<file path="src/rtl/playback_sequencer.sv">
// Playback sequencer: walks NUM_CH channels through WAIT/RUN states.
// A play press (or auto-advance) starts a channel; done, abort or the
// optional run timeout ends it. Outputs are a pure decode of the state
// registers, so no input reaches an output combinationally.
module playback_sequencer #(
    parameter int NUM_CH      = 3,
    parameter int TIMEOUT_CYC = 0,
    parameter int TO_W        = 24,
    localparam int CH_W       = (NUM_CH > 1) ? $clog2(NUM_CH) : 1
) (
    input  logic                clk,
    input  logic                rst,
    input  logic                play,
    input  logic                done,
    input  logic                abort,
    input  logic                auto_mode,
    output logic [NUM_CH-1:0]   cv,
    output logic [2*NUM_CH-1:0] led,
    output logic [CH_W-1:0]     ch_idx,
    output logic                busy,
    output logic                timeout_err
);

    typedef enum logic {
        S_WAIT = 1'b0,
        S_RUN  = 1'b1
    } phase_t;

    localparam logic [CH_W-1:0] CH_LAST = CH_W'(NUM_CH - 1);
    localparam bit              TO_EN   = (TIMEOUT_CYC != 0);
    // Counter value seen on the last permitted RUN cycle.
    localparam logic [TO_W-1:0] TO_LAST = TO_EN ? TO_W'(TIMEOUT_CYC - 1) : '0;

    phase_t          phase_reg;
    logic [CH_W-1:0] ch_reg;
    logic [TO_W-1:0] cnt_reg;
    logic            err_reg;
    logic            play_q_reg;
    logic            play_rise;

    // play_q resets high so a button held through reset release is not an edge.
    assign play_rise = play & ~play_q_reg;

    // Sequencer state, timeout counter and sticky error, in priority order:
    // abort, done, timeout, play edge, hold.
    always_ff @(posedge clk or negedge rst) begin
        if (!rst) begin
            phase_reg  <= S_WAIT;
            ch_reg     <= '0;
            cnt_reg    <= '0;
            err_reg    <= 1'b0;
            play_q_reg <= 1'b1;
        end else begin
            play_q_reg <= play;
            if (abort) begin
                phase_reg <= S_WAIT;
                ch_reg    <= '0;
                cnt_reg   <= '0;
            end else if (phase_reg == S_RUN && done) begin
                cnt_reg <= '0;
                if (ch_reg != CH_LAST) begin
                    ch_reg    <= ch_reg + CH_W'(1);
                    phase_reg <= auto_mode ? S_RUN : S_WAIT;
                end else begin
                    ch_reg    <= '0;
                    phase_reg <= S_WAIT;
                end
            end else if (phase_reg == S_RUN && TO_EN && cnt_reg == TO_LAST) begin
                phase_reg <= S_WAIT;
                ch_reg    <= '0;
                cnt_reg   <= '0;
                err_reg   <= 1'b1;
            end else if (phase_reg == S_WAIT && play_rise) begin
                phase_reg <= S_RUN;
                cnt_reg   <= '0;
                if (ch_reg == '0) begin
                    err_reg <= 1'b0;
                end
            end else if (phase_reg == S_RUN) begin
                cnt_reg <= cnt_reg + TO_W'(1);
            end
        end
    end

    // Moore decode: channel k owns cv[NUM_CH-1-k] and led[2k] / led[2k+1].
    generate
        for (genvar gi = 0; gi < NUM_CH; gi++) begin : g_dec
            assign cv[NUM_CH-1-gi] = (phase_reg == S_RUN)  && (ch_reg == CH_W'(gi));
            assign led[2*gi]       = (phase_reg == S_WAIT) && (ch_reg == CH_W'(gi));
            assign led[2*gi+1]     = (phase_reg == S_RUN)  && (ch_reg == CH_W'(gi));
        end
    endgenerate

    assign ch_idx      = ch_reg;
    assign busy        = (phase_reg == S_RUN);
    assign timeout_err = err_reg;

endmodule
</file>
<file path="config.mk">
export PLATFORM = sky130hd
export DESIGN_NAME = playback_sequencer
export DESIGN_NICKNAME = d
export VERILOG_FILES = /design/src/rtl/playback_sequencer.sv
export SDC_FILE = /design/constraint.sdc
export NUM_CORES = 1
export LEC_CHECK = 0
export CAP_MARGIN = 40
export CORE_AREA = 2 2 39 41
export CTS_CLUSTER_DIAMETER = 50
export DETAILED_ROUTE_END_ITERATION = 6
export DIE_AREA = 0 0 41 43
export PLACE_DENSITY = 0.48
export SYNTH_ARGS = -nofsm -noshare
export SYNTH_HDL_FRONTEND = slang
export SYNTH_SLANG_ARGS = --single-unit
</file>
<file path="constraint.sdc">
create_clock -name clk -period 1.84 [get_ports clk]
set_input_delay 0.184 -clock clk [delete_from_list [all_inputs] [get_ports clk]]
set_output_delay 0.184 -clock clk [all_outputs]
set_load 0.1 [all_outputs]
</file>
# After elaboration in Yosys (flattened, before gate mapping)
# Index checks and enable logic that the tools add are counted.
# op_classes
bitwise_logic	3
reduce_logical	11
muxes	8
eq_ne	3
n_addsub	1
# ops
operator	count
logical AND 1 bit	8
two-way mux 2 bit	3
two-way mux 1 bit	5
nonzero test 3 bit	1
adder 2 x 1 -> 2 bit (second input constant)	1
== test 2 x 1 -> 1 bit (second input constant)	1
== test 2 bit (second input constant)	1
logical NOT 2 bit	1
inequality test 2 bit (second input constant)	1
inverter 1 bit	2
nonzero test 2 bit	1
AND 1 bit	1
# word_totals
regBits	4
wordCells	29
in_bits	6
out_inout_bits	13

# Depth between registers and ports, before layout
# depth
word_depth	6
depth_mapped	3
mapped_depth_nobuf	3

# Worst setup path after synthesis
# No wires, ideal clock.
# synth_timing
path_kind	flip-flop to output port
startpoint	register phase_reg (netlist: busy)
endpoint	output led[3]
path_buffers	1
setup_slack_ns	-2.420
arrival_time_ns	4.076
required_time_ns	1.656
path_stages_with_launch	4
path_cell_list	dfrtp_1 -> inv_1 -> nor3b_1 -> buf_4
# synth_between
elab_chain_cells	1
# synth_rtl
element	line	source
from (decl)	34	phase_t phase_reg;
from (signal assigned)	63	phase_reg <= auto_mode ? S_RUN : S_WAIT;
logical AND 1 bit	--	
to (decl)	18	output logic [2*NUM_CH-1:0] led,
# No other way between the ends.

# Final worst setup path
# layout_timing
startpoint	register phase_reg (netlist: busy)
endpoint	output cv[1]
# layout_between
elab_chain_cells	1
# layout_rtl
element	line	source
logical AND 1 bit	88	assign cv[NUM_CH-1-gi] = (phase_reg == S_RUN) && (ch_reg == CH_W'(gi));
to (decl)	17	output logic [NUM_CH-1:0] cv,
# No other way between the ends.

==> impl_results.md <==
- Fillers: 135
- Mean Syn Cell Area: 8.89 µm²
- Tmin final: 1550 ps
- Skew-Pair Late Insertion Delay: 230 ps
- DRT Pass-1 Iters: 2
- GR Overflow Total: 0
- Post_cts resized: 0
- Kind of end point of the critical path: output pin
- Static leakage: 0.227 nW
- Crit path DAT: 1360 ps
- Final instance area: 589 µm²
- DIE AREA: 1760 µm²
- H-Tree Depth: 1
- CTS Sinks: 4
- Max frequency: 647 MHz
- First-pass GRT wire length: 966 µm
- CORE AREA: 1380 µm²
- Area contributors post-synth: dfrtp_1 30%, buf_4 12%, dfstp_2 11%
- Fin nets: 52
- VDD IR max: 0.000359 V
- Cell taking the most area after synthesis: dfrtp_1
- Largest register FFs: 2
- Final period utilization: 84.0%
- Clock slew at reported path FFs: 40 ps
- MaxCap Viol Count: 0
- First-iteration detailed-routing DRC count: 3
- Post-Syn Nets: 34
- Post-synthesis cell count: 28
- Total power: 0.000384 W
- Place WS: 532 ps
- WL final: 611 µm
- CP required: 1660 ps
- # IOs: 19
- Post-synth EDFFs: 0
- Fin. Hold Viols: 0
- # diodes: 0
- Hold_buf cts: 0
- Gpl congestion: 0.626
- CTS Buffer Depth: 2
- Synthesized area: 249 µm²
- Layout cell share with drive strength beyond 1: 64.4%
- Rows: 14
- DR vias/cell: 4.10
- # DRC: 0
- Post-synth top cells: 4 x buf_4, 4 x nor2_1, 3 x dfrtp_1
- Cell Area, Placed: 563 µm²
- Initial antenna violation count: 0
- Fin util: 42.6%
- CP Launch Type: flip-flop
- Pin count of the biggest net entering global routing: 10
- Status: complete, no violations
- All-Layer GR Usage: 8.37%
- Async SR Flop Fraction: 100%
- P per Cell Area: 652 nW/µm²
- Hold WS: 144 ps
- DR vias: 250
- Synth Register Bits: 4
- R2r setup slk: 810 ps
- Top_reg_cell synth: dfrtp_1
- RSZ-0062 raised after global routing: no
- Min-delay worst type: in2async
- Crit path max fanout: 8
- Post-synth top area share: 30.2%
- Wire length per cell: 10.0 µm
- Worst Clk Skew: 2.01 ps
- Antenna-violating nets left: 0
- Vias in the first global route: 226
- Final setup fails: 0
- Fin. max-slew vios: 0
- TritonCTS clock tree: done
- Layout area overhead: 137%
- Warnings from Yosys: 0
- Root Buffer: clkbuf_4
- Port buffer count: 17
- Post-CTS Setup Repair Bufs: 0
- Starting Density: 18.0%
- Register area share after synthesis: 40.7%
- Yosys cell types: 16
- Num CTS Buffers: 3
- Post-detail-place hpwl: 503 µm
- Setup ws final: 295 ps
- Die X-Extent: 41 µm
- Crit Path Category: reg2out
- Die height: 43 µm
## cells in the final DEF (no fill, tap or decap)
| master | count |
|---|---|
| buf_12 | 10 |
| clkdlybuf4s50_1 | 5 |
| dfrtp_4 | 3 |
| clkbuf_4 | 3 |
| nor3_2 | 2 |
| inv_1 | 2 |
| a21oi_1 | 2 |
| nor2_1 | 2 |
| buf_4 | 2 |
| nor3_4 | 1 |
| nor3b_2 | 1 |
| nor3b_4 | 1 |
| nand2b_4 | 1 |
| nor2_2 | 1 |
| nor2_4 | 1 |
| nand4b_1 | 1 |
| nand2_2 | 1 |
| nand2_1 | 1 |
| mux2i_1 | 1 |
| a21oi_2 | 1 |
| conb_1 | 1 |
| clkbuf_1 | 1 |
| dfstp_2 | 1 |
## routing by layer
metal / wire (µm) / GRT usage, %
met5: 0 / 0
met4: 0 / 8.00
met3: 84 / 2.09
met2: 291 / 10.9
met1: 235 / 10.4
## layout make-up
cell class	count	area (µm²)	share of cell area [%]
Tap cell	16	20.0	3.40
Sequential cell	4	113	19.1
Timing Repair Buffer	17	265	45.0
Inverter	2	7.51	1.27
Multi-Input combinational cell	18	158	26.8
Clock buffer	4	26.3	4.46
## cell families (layout without fill, tap and decap cells)
family | count (synthesis) | after routing | synth area share [%]
AO/OA/AOI/OAI | 3 | 3 | 7.54
AND/OR/NAND/NOR | 13 | 13 | 31.2
flip-flops | 4 | 4 | 40.7
multiplexers | 1 | 1 | 4.02
buffers and inverters | 6 | 23 | 15.1
other | 1 | 1 | 1.51
## worst max-delay path, cell delays in order (launching register included)
cell and delay (ps):
dfrtp_4 460, inv_1 140, nor3b_4 300, buf_12 210
## final timing paths
check / startpoint / endpoint / cells after the start
worst max register to register: ch_idx[0] / busy / 3
min in group clk: play / play_q_reg / 1
worst min-delay path: rst / ch_idx[1] / 1
max in group asynchronous: rst / play_q_reg / 1
worst min register to register: play_q_reg / busy / 3
worst max-delay path: busy / cv[1] / 3
## stage by stage
step,instances,TNS [ps]
2_1_floorplan,28,-1420
3_3_place_gp,57,0
3_5_place_dp,57,0
4_1_cts,61,0
5_1_grt,61,0
6_report,61,0
## power breakdown
part           switching [W]  internal [W]  leakage, nW  total (W)
clock network      0.0000374     0.0000815       0.0150   0.000119
logic               0.000109     0.0000523        0.166   0.000162
registers         0.00000858     0.0000952       0.0459   0.000104
total               0.000155      0.000229        0.227   0.000384
(Power assumes the default switching activity.)
